[src/rtl/perf_monitor_mc.sv]
// Multi-channel performance monitor: counts cycles, retired instructions and
// generic events inside a start/stop window, then derives fixed-point CPI.
module perf_monitor_mc #(
    parameter int CNT_W  = 32,
    parameter int N_EVT  = 4,
    parameter int FRAC_W = 8
) (
    input  logic                     clk,
    input  logic                     rst_n,
    input  logic                     start_instr,
    input  logic                     end_instr,
    input  logic                     instr_retire,
    input  logic [N_EVT-1:0]         evt,
    output logic [CNT_W-1:0]         total_cycles,
    output logic [CNT_W-1:0]         instr_count,
    output logic [N_EVT*CNT_W-1:0]   evt_count,
    output logic [CNT_W-1:0]         cpi,
    output logic                     cpi_valid,
    output logic                     running,
    output logic                     busy,
    output logic                     div_zero,
    output logic [N_EVT+1:0]         ovf
);

    localparam int W    = CNT_W + FRAC_W;
    localparam int IT_W = $clog2(W + 1);
    localparam logic [IT_W-1:0] ITER_DONE = IT_W'(W);

    typedef enum logic [1:0] {IDLE, COUNT, DIV, DONE} state_t;

    state_t             state_reg;
    logic [CNT_W-1:0]   total_reg;
    logic [CNT_W-1:0]   instr_reg;
    logic [CNT_W-1:0]   cpi_reg;
    logic [N_EVT+1:0]   ovf_reg;
    logic               cpi_valid_reg;
    logic               div_zero_reg;
    logic [W-1:0]       num_reg;
    logic [W-1:0]       quo_reg;
    logic [CNT_W:0]     rem_reg;
    logic [IT_W-1:0]    iter_reg;

    logic               counting;
    logic [CNT_W-1:0]   total_next;
    logic [CNT_W-1:0]   instr_next;
    logic [N_EVT-1:0]   evt_ovf_set;
    logic [CNT_W+1:0]   trial;
    logic [CNT_W+1:0]   diff;
    logic               fits;

    assign counting = (state_reg == COUNT);

    // Saturating increments: an all-ones counter holds its value.
    assign total_next = (&total_reg) ? total_reg : total_reg + CNT_W'(1);
    assign instr_next = (instr_retire && !(&instr_reg)) ? instr_reg + CNT_W'(1) : instr_reg;

    // One restoring step: the borrow out of the trial subtraction decides the bit.
    assign trial = {rem_reg, num_reg[W-1]};
    assign diff  = trial - {2'b00, instr_reg};
    assign fits  = ~diff[CNT_W+1];

    genvar gi;
    generate
        for (gi = 0; gi < N_EVT; gi++) begin : g_evt
            logic [CNT_W-1:0] cnt_reg;

            assign evt_ovf_set[gi]              = counting && evt[gi] && (&cnt_reg);
            assign evt_count[gi*CNT_W +: CNT_W] = cnt_reg;

            always_ff @(posedge clk or negedge rst_n) begin
                if (!rst_n) begin
                    cnt_reg <= '0;
                end else if (start_instr) begin
                    cnt_reg <= '0;
                end else if (counting && evt[gi] && !(&cnt_reg)) begin
                    cnt_reg <= cnt_reg + CNT_W'(1);
                end
            end
        end
    endgenerate

    always_ff @(posedge clk or negedge rst_n) begin
        if (!rst_n) begin
            state_reg     <= IDLE;
            total_reg     <= '0;
            instr_reg     <= '0;
            cpi_reg       <= '0;
            ovf_reg       <= '0;
            cpi_valid_reg <= 1'b0;
            div_zero_reg  <= 1'b0;
            num_reg       <= '0;
            quo_reg       <= '0;
            rem_reg       <= '0;
            iter_reg      <= '0;
        end else if (start_instr) begin
            state_reg     <= COUNT;
            total_reg     <= '0;
            instr_reg     <= '0;
            cpi_reg       <= '0;
            ovf_reg       <= '0;
            cpi_valid_reg <= 1'b0;
            div_zero_reg  <= 1'b0;
        end else begin
            case (state_reg)
                COUNT: begin
                    total_reg <= total_next;
                    instr_reg <= instr_next;
                    ovf_reg   <= ovf_reg | {evt_ovf_set,
                                            instr_retire & (&instr_reg),
                                            &total_reg};
                    if (end_instr) begin
                        if (instr_next == '0) begin
                            state_reg <= DONE;
                        end else begin
                            state_reg <= DIV;
                            num_reg   <= {total_next, {FRAC_W{1'b0}}};
                            quo_reg   <= '0;
                            rem_reg   <= '0;
                            iter_reg  <= '0;
                        end
                    end
                end
                DIV: begin
                    if (iter_reg != ITER_DONE) begin
                        rem_reg  <= fits ? diff[CNT_W:0] : trial[CNT_W:0];
                        num_reg  <= {num_reg[W-2:0], 1'b0};
                        quo_reg  <= {quo_reg[W-2:0], fits};
                        iter_reg <= iter_reg + IT_W'(1);
                    end else begin
                        cpi_reg       <= (|quo_reg[W-1:CNT_W]) ? '1 : quo_reg[CNT_W-1:0];
                        cpi_valid_reg <= 1'b1;
                        state_reg     <= DONE;
                    end
                end
                DONE: begin
                    // Only the zero-divisor path arrives here without a result.
                    if (!cpi_valid_reg) begin
                        cpi_reg       <= '1;
                        div_zero_reg  <= 1'b1;
                        cpi_valid_reg <= 1'b1;
                    end
                end
                default: ;
            endcase
        end
    end

    assign total_cycles = total_reg;
    assign instr_count  = instr_reg;
    assign cpi          = cpi_reg;
    assign cpi_valid    = cpi_valid_reg;
    assign div_zero     = div_zero_reg;
    assign ovf          = ovf_reg;
    assign running      = (state_reg == COUNT);
    assign busy         = (state_reg == DIV);

endmodule

[config.mk]
export PLATFORM = sky130hd
export DESIGN_NAME = perf_monitor_mc
export DESIGN_NICKNAME = d
export VERILOG_FILES = /design/src/rtl/perf_monitor_mc.sv
export SDC_FILE = /design/constraint.sdc
export NUM_CORES = 1
export LEC_CHECK = 0
export CAP_MARGIN = 0
export CORE_ASPECT_RATIO = 1.1
export CORE_MARGIN = 1.5
export CORE_UTILIZATION = 40
export CTS_CLUSTER_DIAMETER = 100
export CTS_CLUSTER_SIZE = 30
export DETAILED_ROUTE_END_ITERATION = 12
export SYNTH_ARGS = -nofsm -noshare
export SYNTH_HDL_FRONTEND = slang
export SYNTH_SLANG_ARGS = --single-unit
[constraint.sdc]
create_clock -name clk -period 5.33 [get_ports clk]
set_input_delay 0.7995 -clock clk [delete_from_list [all_inputs] [get_ports clk]]
set_output_delay 0.7995 -clock clk [all_outputs]
set_load 0.01 [all_outputs]
==> flow_metrics.tcl <==
set metrics [dict create \
    p_sw_uw 3494 \
    switching_share_pct 39.54 \
    pwr-share-clk_pct 16.8 \
    power_frac_comb_pct 50.0 \
    min_period_ps 4319 \
    core_um2 45660 \
    synth_enable_flop_cells 0 \
    antenna_cells 0 \
    wl_per_cell_um 17.75 \
    clockBufferDepth 3 \
    final.setup.worst_slack_ps 1011 \
    grt_usage_pct 20.86 \
    cpPeakStageDelay_ps 570 \
    cts_tree "built" \
    cts_setup_buffers 0 \
    htree_levels 1 \
    ys_ff_latch 345 \
    timing.fmax_mhz 231.5 \
    area_growth_pct 18.34 \
    cp_top_family "compound AO/OA/AOI/OAI gates" \
    drc 0 \
    leakagePower_uw 0.009154 \
    met2_usage_pct 35.44 \
    dpl_worst_slack_ps 767.2 \
    yosys-top-cells-count "dfrtp_1 (345), nor2_1 (295), nand2_1 (187)" \
    critical_path_arrival_ps 4740 \
    cts_sinks 345 \
    holdWs_ps 277.6 \
    place_hpwl_um 34910 \
    synth.net_count 2089 \
    finClkSkew_ps 27.11 \
    slowest_stage "dfrtp_1" \
    ctsHoldBuffers 0 \
    synthArstFlopShare_pct 100.0 \
    firstDrtPassIters 5 \
    io_buffer_count 242 \
    finalHoldViolations 0 \
    p_int_uw 5342 \
    synth_cell_types 71 \
    crit_chain "ha_1 > nand3_1 > nor4_4 > a21oi_1 > and2_1 > or4_1 > o41ai_1 > a41oi_1 > o41ai_2 > o31a_2 > buf_12 > a211oi_1 > a21o_1" \
    num_vias 15250 \
    synthFlopType "dfrtp_1" \
    crit_type "reg -> reg" \
    grt_setup_unrepaired "no" \
    end_kind "flop" \
    die_y_um 228.6 \
    synth_top_area_share_pct 46.63 \
    grt_max_degree 105 \
    cp_max_fo 104 \
    vias_per_cell 5.422 \
    critPathLaunchType "flop" \
    finalSetupTns_ps 0 \
    antenna_found_initial 0 \
    yosysMostFrequentCell "dfrtp_1" \
    busiest_layer "met2" \
    drv_slew 0 \
    clk_pin_slew_ps 110 \
    slew_headroom_pct 15.01 \
    synth_area_leaders "dfrtp_1 (47%), nor2_1 (6.0%), xor2_1 (5.5%)" \
    drt_iter0_drc 738 \
    fin_util_pct 47.99 \
    place_congestion 0.9017 \
    postRouteAntennaNets 0 \
    post_cts_resized 0 \
    row_count 82 \
    fp.dieW_um 208.1 \
    layout.nets 2268 \
    status "completed" \
    ir_drop_mv 0.5215 \
    syn_area_um2 18510 \
    first_global_vias 15080 \
    hp-class "in -> async" \
    largest_reg_flops 128 \
    yosys_warnings 0 \
    power_density_nw_per_um2 403.3 \
    syn_area_per_cell_um2 9.079 \
    synth_cells 2039 \
    use_met3_pct 4.891 \
    clk_latency_ps 540 \
    dieArea_um2 47580 \
    tightest_slew_ps 1271 \
    min_period_over_period_pct 81.04 \
    initial_core_util_pct 40.55 \
    gr-total-overflow 0 \
    routed_wl_um 49910 \
    setup_viol 0 \
    path_buf_inv 1 \
    use_met1_pct 26.75 \
    grt_pass1_wl_um 81590 \
    synth-seq-area-share_pct 46.63 \
    clockRootBuffer "clkbuf_16" \
    cts_inserted_buffers 16 \
    ioPinCount 243 \
    critPathRequiredTime_ps 5750 \
    yosysTopAreaCell "dfrtp_1" \
    drv_cap 0 \
    drive_gt1_share_pct 2.833 \
    seqPwrFrac_pct 33.1 \
]
==> power by group through the flow <==
stage	registers, uW	clock network, uW	logic, uW
final	2930	1490	4420
after global routing	2950	1640	4920
after CTS	2930	1570	4440
after detailed placement	2980	0	4420
after global placement	2980	0	4390
after floorplan	2950	0	3420
==> metrics by stage <==
stage | instance area, um2 | total power [uW] | cells
5_1_grt | 21910 | 9509 | 2812
2_1_floorplan | 18510 | 6366 | 2039
6_report | 21910 | 8835 | 2812
4_1_cts | 21910 | 8936 | 2812
3_3_place_gp | 21420 | 7369 | 2788
3_5_place_dp | 21420 | 7397 | 2788
==> path summary, 6_finish.rpt <==
check,from,to,slack [ps],depth (start not counted)
hold reg to reg,iter_reg[5],iter_reg[5],480,1
setup / recovery,instr_count[0],num_reg[35],1010,13
max in group asynchronous,rst_n,g_evt[0].cnt_reg[6],3740,2
min in group clk,iter_reg[5],iter_reg[5],480,1
hold / removal,rst_n,g_evt[3].cnt_reg[21],280,1
setup reg to reg,instr_count[0],num_reg[35],1010,13
==> cell families after synthesis <==
logic type | share of synthesized area [%]
xor gates and xnor gates | 10.17
AOI/OAI and AO/OA | 12.58
DFF | 46.63
adders and majority gates | 2.812
and+or+nand+nor | 22.47
muxes | 1.683
buffers and inverters | 3.650
==> cell usage in the layout, fill, tap and decap left out, types with 18 or more instances in the layout <==
cell,netlist,final
dfrtp_1,345,345
nor2_1,295,295
clkdlybuf4s50_1,0,240
nand2_1,187,187
xor2_1,117,117
a21oi_1,104,104
xnor2_1,98,97
nor3_1,95,94
nand3_1,84,84
o21ai_0,72,72
o21ai_1,59,59
nand4_1,58,58
inv_1,56,55
or3_1,43,43
a22o_1,43,43
ha_1,40,40
mux2i_1,30,30
and3_1,29,29
and4_1,22,22
buf_4,2,18
==> per-layer routing <==
layer | up-vias | wire, um
li1 | 7457 | -
met1 | 7449 | 21570
met2 | 291 | 24140
met3 | 49 | 3154
met4 | 0 | 1035
met5 | - | 0
==> cell type report <==
type	instances	area (um2)
clock buffers	19	432.9
clock inverters	5	52.55
fillers	4392	23750
inverters	56	210.2
multi-input cells	1536	9218
flip-flops and latches	345	8633
well taps	588	735.7
repair buffers	263	2626
No activity file was read; power rests on OpenSTA's default activity.
